## config.mk

```make
export PLATFORM = sky130hd
export DESIGN_NAME = serial_adder_seq
export DESIGN_NICKNAME = d
export VERILOG_FILES = /design/src/rtl/serial_adder_seq.sv
export SDC_FILE = /design/constraint.sdc
export NUM_CORES = 1
export LEC_CHECK = 0
export CORE_MARGIN = 2
export CORE_UTILIZATION = 49
export DETAILED_ROUTE_END_ITERATION = 10
export GPL_TIMING_DRIVEN = 0
export PLACE_DENSITY = 0.78
export SYNTH_ARGS = -nofsm -noshare
export SYNTH_HDL_FRONTEND = slang
export SYNTH_SLANG_ARGS = --single-unit
```

## constraint.sdc

```tcl
create_clock -name clk -period 1.9 [get_ports clk]
set_input_delay 0.285 -clock clk [delete_from_list [all_inputs] [get_ports clk]]
set_output_delay 0.285 -clock clk [all_outputs]
set_load 0.1 [all_outputs]
```

## src/rtl/serial_adder_seq.sv

```systemverilog
// Bit-serial adder/subtractor: WIDTH-bit operands consumed DIGIT bits per clock, LSB first,
// through a registered carry; result, carry-out and signed overflow returned behind start/busy/done.
module serial_adder_seq #(
  parameter int WIDTH = 8,
  parameter int DIGIT = 1
) (
  input  logic             clk,
  input  logic             rst_n,
  input  logic             start,
  input  logic             sub,
  input  logic [WIDTH-1:0] a,
  input  logic [WIDTH-1:0] b,
  input  logic             cin,
  output logic             busy,
  output logic             done,
  output logic [WIDTH-1:0] sum,
  output logic             cout,
  output logic             overflow
);

  localparam int N  = WIDTH / DIGIT;
  localparam int CW = (N > 1) ? $clog2(N) : 1;
  localparam logic [CW-1:0] LAST = CW'(N - 1);

  if (WIDTH < 2 || DIGIT < 1 || DIGIT > WIDTH || (WIDTH % DIGIT) != 0) begin : g_param_check
    $error("serial_adder_seq: illegal WIDTH/DIGIT combination");
  end

  typedef enum logic [1:0] {IDLE = 2'd0, RUN = 2'd1, DONE = 2'd2} state_t;

  state_t           state, state_nxt;
  logic [WIDTH-1:0] a_q, b_q, sum_q;
  logic             carry_q, cout_q, ovf_q;
  logic [CW-1:0]    cnt_q;
  logic             accept, last_step;
  logic [DIGIT-1:0] step_sum;
  logic [DIGIT:0]   c_vec;
  logic [WIDTH-1:0] step_ext, sum_nxt;

  // Handshake: start is taken only while ready (IDLE or DONE); busy is high for the N RUN
  // cycles, done pulses for one cycle with sum/cout/overflow valid and held until the next take.
  assign accept    = start && (state == IDLE || state == DONE);
  assign last_step = (state == RUN) && (cnt_q == LAST);

  // One DIGIT-wide ripple slice; c_vec[DIGIT-1] is the carry into the slice MSB.
  always_comb begin
    c_vec    = '0;
    step_sum = '0;
    c_vec[0] = carry_q;
    for (int i = 0; i < DIGIT; i++) begin
      step_sum[i] = a_q[i] ^ b_q[i] ^ c_vec[i];
      c_vec[i+1]  = (a_q[i] & b_q[i]) | (c_vec[i] & (a_q[i] ^ b_q[i]));
    end
  end

  assign step_ext = WIDTH'(step_sum);
  assign sum_nxt  = (sum_q >> DIGIT) | (step_ext << (WIDTH - DIGIT));

  always_ff @(posedge clk or negedge rst_n) begin
    if (!rst_n) state <= IDLE;
    else        state <= state_nxt;
  end

  always_comb begin
    state_nxt = state;
    case (state)
      IDLE:    if (start) state_nxt = RUN;
      RUN:     if (cnt_q == LAST) state_nxt = DONE;
      DONE:    state_nxt = start ? RUN : IDLE;
      default: state_nxt = IDLE;
    endcase
  end

  always_comb begin
    busy = (state == RUN);
    done = (state == DONE);
  end

  always_ff @(posedge clk or negedge rst_n) begin
    if (!rst_n) begin
      a_q     <= '0;
      b_q     <= '0;
      sum_q   <= '0;
      carry_q <= 1'b0;
      cout_q  <= 1'b0;
      ovf_q   <= 1'b0;
      cnt_q   <= '0;
    end else if (accept) begin
      a_q     <= a;
      b_q     <= sub ? ~b : b;
      carry_q <= cin ^ sub;
      cnt_q   <= '0;
    end else if (state == RUN) begin
      a_q     <= a_q >> DIGIT;
      b_q     <= b_q >> DIGIT;
      sum_q   <= sum_nxt;
      carry_q <= c_vec[DIGIT];
      if (last_step) begin
        cout_q <= c_vec[DIGIT];
        ovf_q  <= c_vec[DIGIT] ^ c_vec[DIGIT-1];
      end else begin
        cnt_q  <= cnt_q + CW'(1);
      end
    end
  end

  assign sum      = sum_q;
  assign cout     = cout_q;
  assign overflow = ovf_q;

endmodule

```

### Word-level counts from Yosys, hierarchy flattened

Index checks and enable logic that the tools add are counted.

* order comparisons: 0
* multipliers: 0
* bitwise logic cells: 10
* mux-type cells: 14
* shifts and indexed selects: 0
* equality and inequality tests: 6
* add/sub/neg operators: 1
* reductions and logical operators: 9
* div/mod/pow operators: 0

Operator list (number)
* 8-bit 2-to-1 mux: 5
* 3-bit 2-to-1 mux: 3
* 8-bit inverter: 1
* 7-bit by 8-bit bitwise OR with 8-bit output: 1
* 2-bit one-hot mux with 3 select lines: 1
* 2-bit AND reduction: 3
* 2-bit 2-to-1 mux: 2
* 2-bit inequality test, second input constant: 2
* 1-bit bitwise XOR: 4
* 3-bit by 1-bit adder with 3-bit output, second input constant: 1
* 3-bit == test, second input constant: 1
* 1-bit 2-to-1 mux: 3
* 3-bit AND reduction: 1
* 1-bit AND: 2
* 2-bit by 1-bit == test with 1-bit output, second input constant: 1
* 2-bit == test, second input constant: 1
* 1-bit logical AND: 2
* 2-bit zero test: 1
* 2-bit by 1-bit inequality test with 1-bit output, second input constant: 1
* 2-bit nonzero test: 1
* 1-bit logical OR: 1
* 1-bit inverter: 1
* 1-bit bitwise OR: 1

* ROM bits: 0
* bits of input ports: 21
* flip-flop bits (word level): 32
* bits in latches: 0
* memories kept: 0
* memory bits (writable): 0

### Depth between registers and ports, before layout

Gate-level depths: netlist (run 1).

* depth in word-level cells: 5
* depth in mapped cells: 6

### Least setup slack after synthesis (run 1)

Ideal clock, no wire load.

* path kind: register to output
* start point: register state[0]
* end point: output done
* buffers on the path: 0
* stages on the path, launching flop included: 2
* arrival: 1.735 ns
* path slack: -0.120 ns
* required time: 1.615 ns
* cell sequence: dfrtp_1 -> nor2b_1

* cells in the longest elaborated chain, start to end: 1

Ends and longest elaborated chain
* from (decl): RTL line 31 `state_t state, state_nxt;`
* from (signal assigned): RTL line 61 `else state <= state_nxt;`
* 2-bit == test: RTL line 76 `done = (state == DONE);`
* to (decl): RTL line 15 `output logic done,`

Every way passes these cells.

### Worst setup path after layout (run 1)

* start point: register cout_q, in the netlist cout
* end point: output cout

RTL lines
* from (decl): RTL line 33 `logic carry_q, cout_q, ovf_q;`
* from (signal assigned): RTL line 99 `cout_q <= c_vec[DIGIT];`
* to (decl): RTL line 17 `output logic cout,`

No word-level cell between the ends.

==> results of run 1 <==
[stage by stage]
| stage | area [um^2] | hold slack (ps) |
|---|---|---|
| 2_1_floorplan | 1480 | -10.6 |
| 3_3_place_gp | 1830 | 484 |
| 3_5_place_dp | 1830 | 497 |
| 4_1_cts | 1890 | 414 |
| 5_1_grt | 1890 | 36.0 |
| 6_report | 1890 | -22.2 |
[kinds of logic (layout without fill, tap and decap cells)]
group	after synthesis	in the layout	share of synthesized area (%)
flip-flops	32	32	54.3
XOR/XNOR	10	10	5.94
multiplexers	17	17	12.6
adder cells (fa/ha/maj)	3	3	3.06
buffers and inverters	11	50	5.09
AND/OR/NAND/NOR	29	29	9.25
AO/OA/AOI/OAI	22	22	9.76
[worst paths after layout]
| check | startpoint | end | slack (ps) | cells past startpoint |
|---|---|---|---|---|
| worst max-delay path | cout | cout | 50 | 1 |
| worst min-delay path | rst_n | sum[0] | -20 | 1 |
| worst max register to register | cnt_q[0] | cnt_q[2] | 260 | 6 |
| worst min register to register | cnt_q[0] | cnt_q[0] | 510 | 1 |
| max in group asynchronous | rst_n | cnt_q[1] | 1490 | 1 |
| min in group clk | sub | b_q[2] | 420 | 4 |
[synthesized netlist by cell type, drive strengths merged]
library cell | number | area share (%)
inv | 3 | 1.1
mux2 | 9 | 7.1
o21ai | 11 | 3.7
nor2 | 6 | 1.5
mux2i | 8 | 5.4
a22o | 2 | 1.2
a221o | 4 | 2.7
fa | 1 | 1.4
a22oi | 2 | 1.0
a21oi | 2 | 0.68
nand2 | 11 | 2.8
dfrtp | 32 | 54
xnor2 | 5 | 3.0
ha | 2 | 1.7
xor2 | 5 | 3.0
and2 | 1 | 0.59
nor2b | 2 | 0.85
nand2b | 2 | 0.85
o22ai | 1 | 0.42
or3b | 1 | 0.59
buf | 5 | 3.2
nor3 | 1 | 0.34
clkbuf | 3 | 0.76
nand3 | 5 | 1.7
[layout make-up]
class,instances,area [um^2]
clock inverter,2,35.0
inverter,3,16.3
tap,31,38.8
sequential,32,801
fill,231,911
multi-input combinational,81,601
timing repair buffer,31,303
buffer,8,58.8
clock buffer,6,41.3
[registers in the layout, summed over array words and instances (netlist names)]
register / count
a_q: 8
b_q: 8
sum: 8
cnt_q: 3
state: 2
carry_q: 1
cout: 1
overflow: 1
[layer usage]
layer  share of wire [%]  wire [um]  vias to the layer above
li1                    -          -                      506
met1                  43       1220                      521
met2                  50       1400                       33
met3                 4.7        132                        7
met4                 2.5         71                        0
met5                   0          0                        -
==> flow_summary.toml, run 1 <==
[global_routing]
use_met1_pct = 24.2
grt_most_used_layer = "met2"
grt_use_met3_pct = 3.96
grt.overflow.total = 0
grt_max_degree = 33
grt_pass1_vias = 1108
grtUsageTotal_pct = 19.6
grt_pass1_wl_um = 4930
grt_util_met2_pct = 32.1
antenna_found_initial = 0

[final_layout]
antenna_cells = 0
final_cell_mix = "32 x dfrtp_1, 18 x clkdlybuf4s50_1, 11 x nand2_1, 11 x o21ai_0"
mostFrequentLayoutCell = "dfrtp_1"
area_growth_pct = 28.5
final_cells = 194
utilization_pct = 67.5
drive_gt1_share_pct = 16.6
nets = 186

[critical_path]
timing.critical_path.cells = "dlygate4sd2_1"
end_kind = "output port"
cp.arrival_ps = 1570
critPathKind = "flip-flop to output port"
cp_top_family = "buffers and inverters"
crit_buf_inv = 1
worstPathMaxFanout = 2
critical-path-slowest-cell = "dlygate4sd2_1"
cp-start-kind = "flip-flop"
required_ps = 1620
cpPeakStageDelay_ps = 860

[synthesis]
ys_ff_latch = 32
avgSynthCellArea_um2 = 11.9
ys_types = 28
synth_nets = 148
syn_area_mm2 = 0.00147
ys_seq_area_share_pct = 54.3
syn_inst = 124
yosysWarningCount = 0

[placement]
placedCellCount = 186
place_ws_ps = -404
dp_hpwl_um = 2150
place_congestion = 0.750
place.port_buffers = 31

[timing]
drv_slew = 0
finalCriticalPeriod_ps = 1850
rsz0062_at_grt = "false"
skew_ps = 9.56
layout_worst_path_cycle_share_pct = 97.6
hold_slack_ps = -22.2
finalWorstSetupSlack_ps = 45.4
worst_pin_slew_ps = 959
max_freq_mhz = 539
slew_headroom_pct = 36.3
finalSetupViolations = 0
setup_tns_ps = 0
hold_viol = 32

[status]
status = "finished, violations left"
failed_checks = "DRC, hold timing"

[die]
core-area_mm2 = 0.00281
rows = 19
ioPinCount = 33
initial_core_util_pct = 52.5
dieArea_mm2 = 0.00346
die_h_um = 58.8
fp.dieW_um = 58.8

[drt]
vias = 1067
drt-pass1-iter-count = 7
wirelength_um = 2820
avgRoutedWirePerCell_um = 14.5
ant_nets = 0
drc = 3
avgViaCountPerCell = 5.50
drt_iter0_drc = 34

[clock_network]
ctsHoldBuffers = 0
cts.sinks = 32
postCtsSetupBuffers = 0
clk_pin_slew_ps = 90
cts_tree = "yes"
clk_latency_ps = 340
clockRootBuffer = "clkbuf_4"
cts_made_buffers = 5
clk_path_buf_depth = 2
htree_levels = 2
post_cts_resized = 19

[hold_path]
hold_path.class = "input port to async pin"

[run]
max_cap_violations = 0
Power of run 1 is not shown: default switching activity piles up to over one toggle a cycle in this logic, so the estimate is an artifact.
==> inputs of run 2 (changes only) <==
--- a/config.mk
+++ b/config.mk
@@ -5,7 +5,6 @@
 export SDC_FILE = /design/constraint.sdc
 export NUM_CORES = 1
 export LEC_CHECK = 0
-export CORE_MARGIN = 2
 export CORE_UTILIZATION = 49
 export DETAILED_ROUTE_END_ITERATION = 10
 export GPL_TIMING_DRIVEN = 0
==> flow_summary.toml, run 2 (synthesis gave the netlist of run 1 again) <==
[status]
status = "finished, violations left"
failed_checks = "DRC, hold timing"

[clock_network]
clk_pin_slew_ps = 100
clockRootBuffer = "clkbuf_4"
cts.sinks = 32
cts_made_buffers = 5
htree_levels = 2
clk_latency_ps = 330
clk_path_buf_depth = 2
cts_tree = "yes"

[die]
fp.dieW_um = 56.8
ioPinCount = 33
rows = 19
dieArea_mm2 = 0.00323
initial_core_util_pct = 52.5
die_h_um = 56.8
core-area_mm2 = 0.00281

[final_layout]
drive_gt1_share_pct = 17.2
fillers = 224
nets = 186
antenna_cells = 0
area_growth_pct = 28.5
final_cell_mix = "32 x dfrtp_1, 18 x clkdlybuf4s50_1, 11 x nand2_1, 11 x o21ai_0, 9 x clkdlybuf4s15_1"
mostFrequentLayoutCell = "dfrtp_1"

[timing]
finalWorstSetupSlack_ps = 73.9
finalCriticalPeriod_ps = 1830
max_freq_mhz = 548
layout_worst_path_cycle_share_pct = 96.1
slew_headroom_pct = 36.6
finalSetupViolations = 0
rsz0062_at_grt = "false"
drv_slew = 0
hold_viol = 24
worst_pin_slew_ps = 954
skew_ps = 8.79
hold_slack_ps = -15.6

[global_routing]
grt.overflow.total = 0
grt_max_degree = 33
grt_pass1_vias = 1107
antenna_found_initial = 0
grt_pass1_wl_um = 4690
grtUsageTotal_pct = 19.7

[critical_path]
cpPeakStageDelay_ps = 830
critical-path-slowest-cell = "clkdlybuf4s15_1"
timing.critical_path.cells = "clkdlybuf4s15_1"
cp-start-kind = "flip-flop"
cp.arrival_ps = 1540
crit_buf_inv = 1
critPathKind = "flip-flop to output port"
worstPathMaxFanout = 3
required_ps = 1620
end_kind = "output port"
cp_top_family = "buffers and inverters"

[drt]
avgRoutedWirePerCell_um = 13.9
drt-pass1-iter-count = 7
drt_iter0_drc = 48
ant_nets = 0
wirelength_um = 2690
avgViaCountPerCell = 5.37
drc = 4
vias = 1041

[run]
max_cap_violations = 0

[placement]
place_congestion = 0.741
dp_hpwl_um = 1950
place.port_buffers = 31
place_ws_ps = -378

[hold_path]
hold_path.class = "input port to async pin"
## run 2: cell count changes in the layout (fill, tap and decap cells not counted), sizes merged
cell           previous run  this run
clkbuf                    9        10
clkdlybuf4s15             7        10
dlygate4sd2               4         0
## run 2: final timing paths
path	startpoint	slack, ps	cells after the start	end
min in group clk	sub	450	4	carry_q
hold reg to reg	cnt_q[0]	510	1	cnt_q[0]
max in group asynchronous	rst_n	1470	1	a_q[4]
setup reg to reg	cnt_q[0]	280	6	cnt_q[1]
setup / recovery	sum[3]	70	1	sum[3]
hold / removal	rst_n	-20	1	cnt_q[2]
## run 2: final cells by class
cell class | instances | area (um^2) | share of cell area [%]
buffer | 8 | 58.8 | 3.10
clock buffer | 6 | 41.3 | 2.18
clock inverter | 2 | 35.0 | 1.85
inverter | 3 | 16.3 | 0.859
multi-input combinational | 81 | 601 | 31.7
sequential | 32 | 801 | 42.3
tap | 31 | 38.8 | 2.05
timing repair buffer | 31 | 303 | 16.0
## run 2: metrics by stage
stage / hold WS, ps / area, um^2 / utilization [%] / TNS [ps] / cells
after detailed placement: 492 / 1830 / 65.1 / -1840 / 186
after global routing: 17.7 / 1890 / 67.5 / 0 / 194
after CTS: 454 / 1890 / 67.3 / 0 / 194
after global placement: 484 / 1830 / 65.1 / -409 / 186
after floorplan: -10.6 / 1480 / - / 0 / 124
final: -15.6 / 1890 / 67.5 / 0 / 194
## run 2: what timing repair did
item,CTS,global route
setup endpoints to repair,12,11
hold buffers,0,0
endpoints found under the hold margin,0,0
resized for setup,19,12
setup buffers,0,0
## run 2: layer usage
layer / wire length [um] / GRT usage [%]
met5: 0 / 0
met4: 51 / 8.71
met3: 147 / 6.91
met2: 1420 / 33.5
met1: 1080 / 22.2
Power of run 2 is left out for the same reason.
